==> config.mk <==
export PLATFORM = sky130hd
export DESIGN_NAME = game_state_ctrl
export DESIGN_NICKNAME = d
export VERILOG_FILES = /design/src/rtl/game_state_ctrl.sv
export SDC_FILE = /design/constraint.sdc
export NUM_CORES = 1
export LEC_CHECK = 0
export CORE_MARGIN = 4
export CORE_UTILIZATION = 53
export CTS_CLUSTER_DIAMETER = 80
export DETAILED_ROUTE_END_ITERATION = 8
export PLACE_DENSITY = 0.89
export SLEW_MARGIN = 0
export SYNTH_ARGS = -nofsm -noshare
export SYNTH_HDL_FRONTEND = slang
export SYNTH_SLANG_ARGS = --single-unit
==> constraint.sdc <==
create_clock -name pixel_clk -period 2.21 [get_ports pixel_clk]
set_input_delay 0.221 -clock pixel_clk [delete_from_list [all_inputs] [get_ports pixel_clk]]
set_output_delay 0.221 -clock pixel_clk [all_outputs]
set_load 0.01 [all_outputs]
==> src/rtl/game_state_ctrl.sv <==
// Game sequencer: owns game_state, debounces fire, times phases in frames and
// drives the READY UP blink, lives/level counters and new-game/wave pulses.
module game_state_ctrl #(
    parameter int unsigned BLINK_FRAMES       = 30,
    parameter int unsigned DEBOUNCE_FRAMES    = 3,
    parameter int unsigned LEVEL_CLEAR_FRAMES = 120,
    parameter int unsigned GAME_OVER_FRAMES   = 180,
    parameter int unsigned START_LIVES        = 3,
    parameter int unsigned MAX_LEVEL          = 15
) (
    input  logic       pixel_clk,
    input  logic       rst_n,
    input  logic       fsync,
    input  logic       fire_btn,
    input  logic       player_hit,
    input  logic       wave_cleared,
    output logic [1:0] game_state,
    output logic       show_ready,
    output logic [1:0] lives,
    output logic [3:0] level,
    output logic       game_reset,
    output logic       wave_start
);

    localparam int unsigned BW = (BLINK_FRAMES > 1) ? $clog2(BLINK_FRAMES) : 1;
    localparam int unsigned DW = $clog2(DEBOUNCE_FRAMES + 1);

    typedef enum logic [1:0] {
        ST_START = 2'd0,
        ST_PLAY  = 2'd1,
        ST_OVER  = 2'd2,
        ST_CLEAR = 2'd3
    } state_t;

    state_t        state_q, state_d;
    logic          run_q;
    logic          sync1_q, sync2_q;
    logic [DW-1:0] deb_cnt_q, deb_cnt_d, deb_cnt_inc;
    logic          deb_q, deb_d, deb_prev_q;
    logic          fire_press;
    logic [7:0]    timer_q, timer_d, timer_inc;
    logic [8:0]    timer_next;
    logic [BW-1:0] blink_q, blink_d;
    logic          show_q, show_d;
    logic [1:0]    lives_q, lives_d;
    logic [3:0]    level_q, level_d;
    logic          game_reset_q, game_reset_d;
    logic          wave_start_q, wave_start_d;
    logic          fatal_hit;

    // run_q delays the first update to the second edge after reset release
    always_ff @(posedge pixel_clk or negedge rst_n) begin
        if (!rst_n) begin
            run_q        <= 1'b0;
            sync1_q      <= 1'b0;
            sync2_q      <= 1'b0;
            deb_cnt_q    <= '0;
            deb_q        <= 1'b1;
            deb_prev_q   <= 1'b1;
            state_q      <= ST_START;
            timer_q      <= '0;
            blink_q      <= '0;
            show_q       <= 1'b1;
            lives_q      <= '0;
            level_q      <= '0;
            game_reset_q <= 1'b0;
            wave_start_q <= 1'b0;
        end else begin
            run_q <= 1'b1;
            if (run_q) begin
                sync1_q      <= fire_btn;
                sync2_q      <= sync1_q;
                deb_cnt_q    <= deb_cnt_d;
                deb_q        <= deb_d;
                deb_prev_q   <= deb_q;
                state_q      <= state_d;
                timer_q      <= timer_d;
                blink_q      <= blink_d;
                show_q       <= show_d;
                lives_q      <= lives_d;
                level_q      <= level_d;
                game_reset_q <= game_reset_d;
                wave_start_q <= wave_start_d;
            end
        end
    end

    always_comb begin
        deb_cnt_inc = deb_cnt_q + 1'b1;
        deb_cnt_d   = deb_cnt_q;
        deb_d       = deb_q;
        if (fsync) begin
            if (sync2_q != deb_q) begin
                if (deb_cnt_inc == DW'(DEBOUNCE_FRAMES)) begin
                    deb_d     = sync2_q;
                    deb_cnt_d = '0;
                end else begin
                    deb_cnt_d = deb_cnt_inc;
                end
            end else begin
                deb_cnt_d = '0;
            end
        end
    end

    assign fire_press = deb_q & ~deb_prev_q;
    assign fatal_hit  = player_hit && (lives_q <= 2'd1);
    assign timer_inc  = (timer_q == 8'hFF) ? timer_q : timer_q + 8'd1;
    assign timer_next = {1'b0, timer_q} + 9'd1;

    always_comb begin
        state_d      = state_q;
        lives_d      = lives_q;
        level_d      = level_q;
        show_d       = show_q;
        blink_d      = blink_q;
        game_reset_d = 1'b0;
        wave_start_d = 1'b0;
        timer_d      = fsync ? timer_inc : timer_q;

        unique case (state_q)
            ST_START: begin
                if (fsync) begin
                    if (blink_q == BW'(BLINK_FRAMES - 1)) begin
                        show_d  = ~show_q;
                        blink_d = '0;
                    end else begin
                        blink_d = blink_q + 1'b1;
                    end
                end
                if (fire_press) begin
                    state_d      = ST_PLAY;
                    lives_d      = 2'(START_LIVES);
                    level_d      = 4'd1;
                    game_reset_d = 1'b1;
                    wave_start_d = 1'b1;
                    show_d       = 1'b0;
                    blink_d      = '0;
                end
            end
            ST_PLAY: begin
                show_d = 1'b0;
                // A hit is resolved before a simultaneous clear; a fatal hit drops the clear
                if (fatal_hit) begin
                    lives_d = '0;
                    state_d = ST_OVER;
                end else begin
                    if (player_hit) lives_d = lives_q - 2'd1;
                    if (wave_cleared) state_d = ST_CLEAR;
                end
            end
            ST_CLEAR: begin
                show_d = 1'b0;
                if (fsync && timer_next == 9'(LEVEL_CLEAR_FRAMES)) begin
                    state_d      = ST_PLAY;
                    level_d      = (level_q >= 4'(MAX_LEVEL)) ? 4'(MAX_LEVEL) : level_q + 4'd1;
                    wave_start_d = 1'b1;
                end
            end
            ST_OVER: begin
                show_d = 1'b0;
                if (fsync && timer_next == 9'(GAME_OVER_FRAMES)) begin
                    state_d = ST_START;
                    show_d  = 1'b1;
                    blink_d = '0;
                end
            end
            default: state_d = ST_START;
        endcase

        if (state_d != state_q) timer_d = '0;
    end

    assign game_state = state_q;
    assign show_ready = show_q;
    assign lives      = lives_q;
    assign level      = level_q;
    assign game_reset = game_reset_q;
    assign wave_start = wave_start_q;

endmodule

# == Word level (Yosys, flattened, before mapping) ==
# Cells that the tools add are included.
# totals
regBits,31
output_inout_bits,11
inputBits,6
word_cells,91
# classes
order_cmp,2
add_sub_neg,6
reduce_logical,16
eq_ne,17
muxes,33
bitwise,3
# ops
cell,n
2-to-1 mux 8 bit,3
2-to-1 mux 2 bit,10
2-to-1 mux 5 bit,4
AND reduction 4 bit,4
2-to-1 mux 4 bit,3
case mux 5 bit (2 select lines),1
"adder 8 x 1 -> 9 bit, second input constant",1
"== test 9 x 7 -> 1 bit, second input constant",1
"== test 9 x 8 -> 1 bit, second input constant",1
"inequality test 3 bit, second input constant",3
"adder 8 x 1 -> 8 bit, second input constant",1
"== test 8 bit, second input constant",1
case mux 2 bit (4 select lines),1
case mux 4 bit (2 select lines),1
nonzero test 2 bit,4
2-to-1 mux 1 bit,7
"== test 2 bit, second input constant",3
"inequality test 2 bit, second input constant",3
AND reduction 3 bit,2
"adder 5 x 1 -> 5 bit, second input constant",1
"== test 5 bit, second input constant",1
"adder 4 x 1 -> 4 bit, second input constant",1
">= comparator 4 bit, second input constant",1
case mux 2 bit (2 select lines),1
15 further kinds,18

# == Depth between registers and ports, before layout ==
# depth
depth_word,8
depth_mapped,9
ltp_nobuf,8

# == Least setup slack after synthesis ==
# Ideal clock, no wire load.
# synth_path
kind,register to register
start,reg state_q[0] (netlist: game_state[0])
end,reg timer_q[4]
required_ps,2071
arrival_ps,2164
n_path_buf,1
setup_ps,139
stages_incl_launch_ff,10
synth_period_minus_slack_ps,2303
path_slack_ps,-93
path_cell_list,dfrtp_1 -> inv_1 -> ha_1 -> clkbuf_1 -> nand2b_1 -> nand2b_1 -> o22a_1 -> and3_2 -> a221oi_1 -> o41ai_1
# synth_between
elab_chain_cells,6
# synth_rtl
item,line,text
from (decl),35,"state_t state_q, state_d;"
from (signal assigned),76,state_q <= state_d;
2-to-1 mux 2 bit,149,if (wave_cleared) state_d = ST_CLEAR;
2-to-1 mux 2 bit,144,if (fatal_hit) begin
case mux 2 bit (4 select lines),121,unique case (state_q)
inequality test 2 bit *,171,if (state_d != state_q) timer_d = '0;
inequality test 2 x 1 -> 1 bit (no line) or nonzero test 2 bit (tied branches),--,
AND reduction 3 bit (no line),--,
to (signal assigned),77,timer_q <= timer_d;
to (decl),41,"logic [7:0] timer_q, timer_d, timer_inc;"
# Every way passes the cells marked *; elsewhere a longest branch is shown, timed or not.
# A chain may end at the register's enable or synchronous reset.

# == Worst setup path after layout ==
# Same ends and word-level chain as after synthesis.

==> flow_summary_export.csv <==
group,metric,value,unit
run_status,status,"finished clean",
placed_design,place_ws,0.0230,ns
placed_design,place_hpwl,3560,um
worst_setup_path,max_stage_delay,0.43,ns
floorplanning,num_rows,22,
floorplanning,coreArea,3800,um2
detailed_routing,drt_iter0_drc,156,
power_and_ir_drop,p_int,0.00205,W
yosys,synth_area,2150,um2
floorplanning,start_util,56.5,%
worst_setup_path,cp_data_arrival_time,2.35,ns
worst_setup_path,worstSetupStartpointType,"flip-flop",
power_and_ir_drop,p_sw,0.00153,W
global_routing,grt_max_degree,32,
power_and_ir_drop,power_density,1310,nW/um2
cts,cts_tree,"yes",
yosys,ys_ff_latch,31,
global_routing,grt_pass1_wl,8510,um
worst_setup_path,worstPathCellList,"inv_1 > ha_2 > nand2b_1 > nand2b_1 > o22a_4 > and3_2 > a221oi_2 > o41ai_2",
detailed_routing,first_pass_iters,5,
cts,insertion_delay,0.30,ns
finish,layout_common_cells,"26 x buf_4, 23 x dfrtp_1, 20 x nand2_1",
power_and_ir_drop,p_comb_share,56.8,%
detailed_routing,antenna_left,0,
finish,final_nets,294,
detailed_routing,vias_per_cell,6.27,
timing,slew_violations,0,
global_routing,overflow,0,
cts,clock_path_buffers,2,
finish,drive_gt1_share,29.4,%
power_and_ir_drop,power,0.00357,W
floorplanning,io_pins,17,
global_routing,grtUsageTotal,20.7,%
yosys,ys_seq_area_share,36.3,%
power_and_ir_drop,total_leakage_power,1.12,nW
floorplanning,die_area,5130,um2
worst_setup_path,cp_common_cell,"nand2b_1",
finish,layout_commonest_cell,"buf_4",
yosys,synth_nets,251,
cts,htree_levels,2,
cts,cts_buffers,5,
timing,fin_skew,0.0129,ns
finish,n_fill_cell,270,
yosys,synthFlopType,"dfrtp_1",
timing,finalWorstSetupSlack,0.0193,ns
worst_setup_path,path_buf_inv,1,
power_and_ir_drop,peakVddDrop,0.686,mV
yosys,synth_edf_count,0,
floorplanning,die_height,71.6,um
cts,clk_pin_slew,0.08,ns
worst_setup_path,crit_path_max_fanout,9,
detailed_routing,vias,2049,
timing,finalCritPeriodShare,99.1,%
yosys,postSynth.asyncResetShare,100,%
cts,cts_hold_buf,0,
timing,max_freq,456,MHz
worst_setup_path,end_kind,"flip-flop",
power_and_ir_drop,pwr-share-clk,14.5,%
worst_setup_path,crit_path_top_delay_cell,"dfrtp_2",
floorplanning,die_x,71.6,um
worst_hold_path,hold_class,"input port to asynchronous set/reset pin",
power_and_ir_drop,switching_share,42.7,%
cts,numClockSinks,31,
placed_design,gp_congestion,0.858,
detailed_routing,drc,0,
detailed_routing,wire_per_inst,16.6,um
timing,grt_setup_unrepaired,"true",
yosys,yosysWarningCount,0,
worst_setup_path,cp.required,2.37,ns
placed_design,io_buffers,16,
global_routing,grt_pass1_vias,1806,
yosys,yosysUniqueCellTypes,63,
timing,hold_viol,0,
timing,setup_viol,0,
yosys,syn_avg_cell_area,9.13,um2
worst_setup_path,crit_family,"compound AO/OA/AOI/OAI gates",
run,cap_violations,0,
global_routing,antenna_found_initial,0,
yosys,syn_inst,235,
cts,cts-root-buf,"clkbuf_8",
power_and_ir_drop,share_seq_of_total_power,28.8,%
worst_setup_path,crit_type,"flip-flop to flip-flop",
finish,n_antenna_cell,0,
timing,period_needed,2.19,ns
detailed_routing,detail_route.wirelength,5430,um
finish,area_delta_synth_final,27.5,%
==> layout make-up <==
class	instances	area [um2]	share of cell area (%)
multi-input combinational	187	1390	50.8
sequential	31	786	28.7
timing repair buffer	42	355	13.0
clock buffer	7	96.3	3.52
tap	48	60.1	2.20
inverter	11	41.3	1.51
clock inverter	1	7.51	0.274
==> logic make-up after synthesis <==
kind of cell / Yosys count / share of synthesized area (%)
AND/OR/NAND/NOR: 89 / 23.0
multiplexers: 7 / 3.61
flip-flops: 31 / 36.3
other: 1 / 0.175
AO/OA/AOI/OAI: 79 / 26.7
buffers and inverters: 17 / 3.96
XOR/XNOR: 1 / 0.408
adder cells (fa/ha/maj): 10 / 5.83
==> cell usage after synthesis, types with 3 or more instances <==
cell       n  share of area [%]
dfstp_2    3                3.7
a21oi_1   14                3.3
dfrtp_1   28                 33
nor3_1    10                2.3
a21o_1     3                1.0
o22ai_1    3               0.87
nor2b_1    5                1.5
a41oi_1    3                1.2
o21ai_0   10                2.3
o211ai_1   3                1.0
inv_1     11                1.9
mux2_2     6                3.1
a31oi_1    5                1.5
clkbuf_1   3               0.52
a221oi_1   3                1.2
nand2_1   20                3.5
nor2_1    13                2.3
ha_1      10                5.8
nand2b_1   8                2.3
nand3_1   12                2.8
o31ai_1    5                1.7
o21ai_1    3               0.70
==> final timing paths <==
path | from | endpoint | depth (start not counted) | slack, ns
worst max-delay path | game_state[0] | timer_q[4] | 8 | 0.02
worst min-delay path | rst_n | game_reset | 2 | 0.31
worst max register to register | game_state[0] | timer_q[4] | 8 | 0.02
worst min register to register | sync1_q | sync2_q | 1 | 0.51
max in group asynchronous | rst_n | deb_prev_q | 2 | 1.56
min in group pixel_clk | sync1_q | sync2_q | 1 | 0.51
==> worst reg2reg max path: stages (launching register included) <==
cell and delay [ns]:
dfrtp_2 0.43, inv_1 0.11, ha_2 0.24, nand2b_1 0.19, nand2b_1 0.21, o22a_4 0.29
and3_2 0.21, a221oi_2 0.26, o41ai_2 0.12
==> flip-flops by register name, summed over array words and instances (netlist names), 2 cells and up <==
signal      flops
level           4
game_state      2
blink_q         5
lives           2
deb_cnt_q       2
timer_q         8
==> metal layers <==
| layer | GRT usage (%) | share of wire, % | wire, um |
|---|---|---|---|
| met1 | 26.8 | 44 | 2380 |
| met2 | 33.0 | 49 | 2660 |
| met3 | 6.03 | 5.8 | 315 |
| met4 | 6.89 | 1.4 | 78 |
| met5 | 0 | 0 | 0 |
==> power groups by stage <==
stage	clock network, W	registers, W	logic, W
3_3_place_gp	0	0.00100	0.00171
4_1_cts	0.000520	0.00101	0.00176
5_1_grt	0.000545	0.00106	0.00220
3_5_place_dp	0	0.00101	0.00174
6_report	0.000517	0.00103	0.00203
2_1_floorplan	0	0.000983	0.00117
==> metrics by stage <==
step / TNS, ns / instance area [um2] / hold WS, ns / std cells / util [%]
after floorplan: 0 / 2150 / -0.0746 / 235 / -
after global placement: 0 / 2460 / 0.469 / 311 / 64.8
after detailed placement: 0 / 2460 / 0.492 / 311 / 64.8
after CTS: 0 / 2570 / 0.323 / 319 / 67.6
after global routing: -0.117 / 2740 / 0.366 / 327 / 72.0
final: 0 / 2740 / 0.314 / 327 / 72.0
==> timing repair <==
action / in CTS / in global routing
resized for setup: 1 / 22
endpoints found under the hold margin: 0 / 0
pin swaps: 0 / 6
cloned: 0 / 0
endpoints found under the setup margin: 2 / 16
setup buffers: 0 / 8
(Power assumes the default switching activity.)
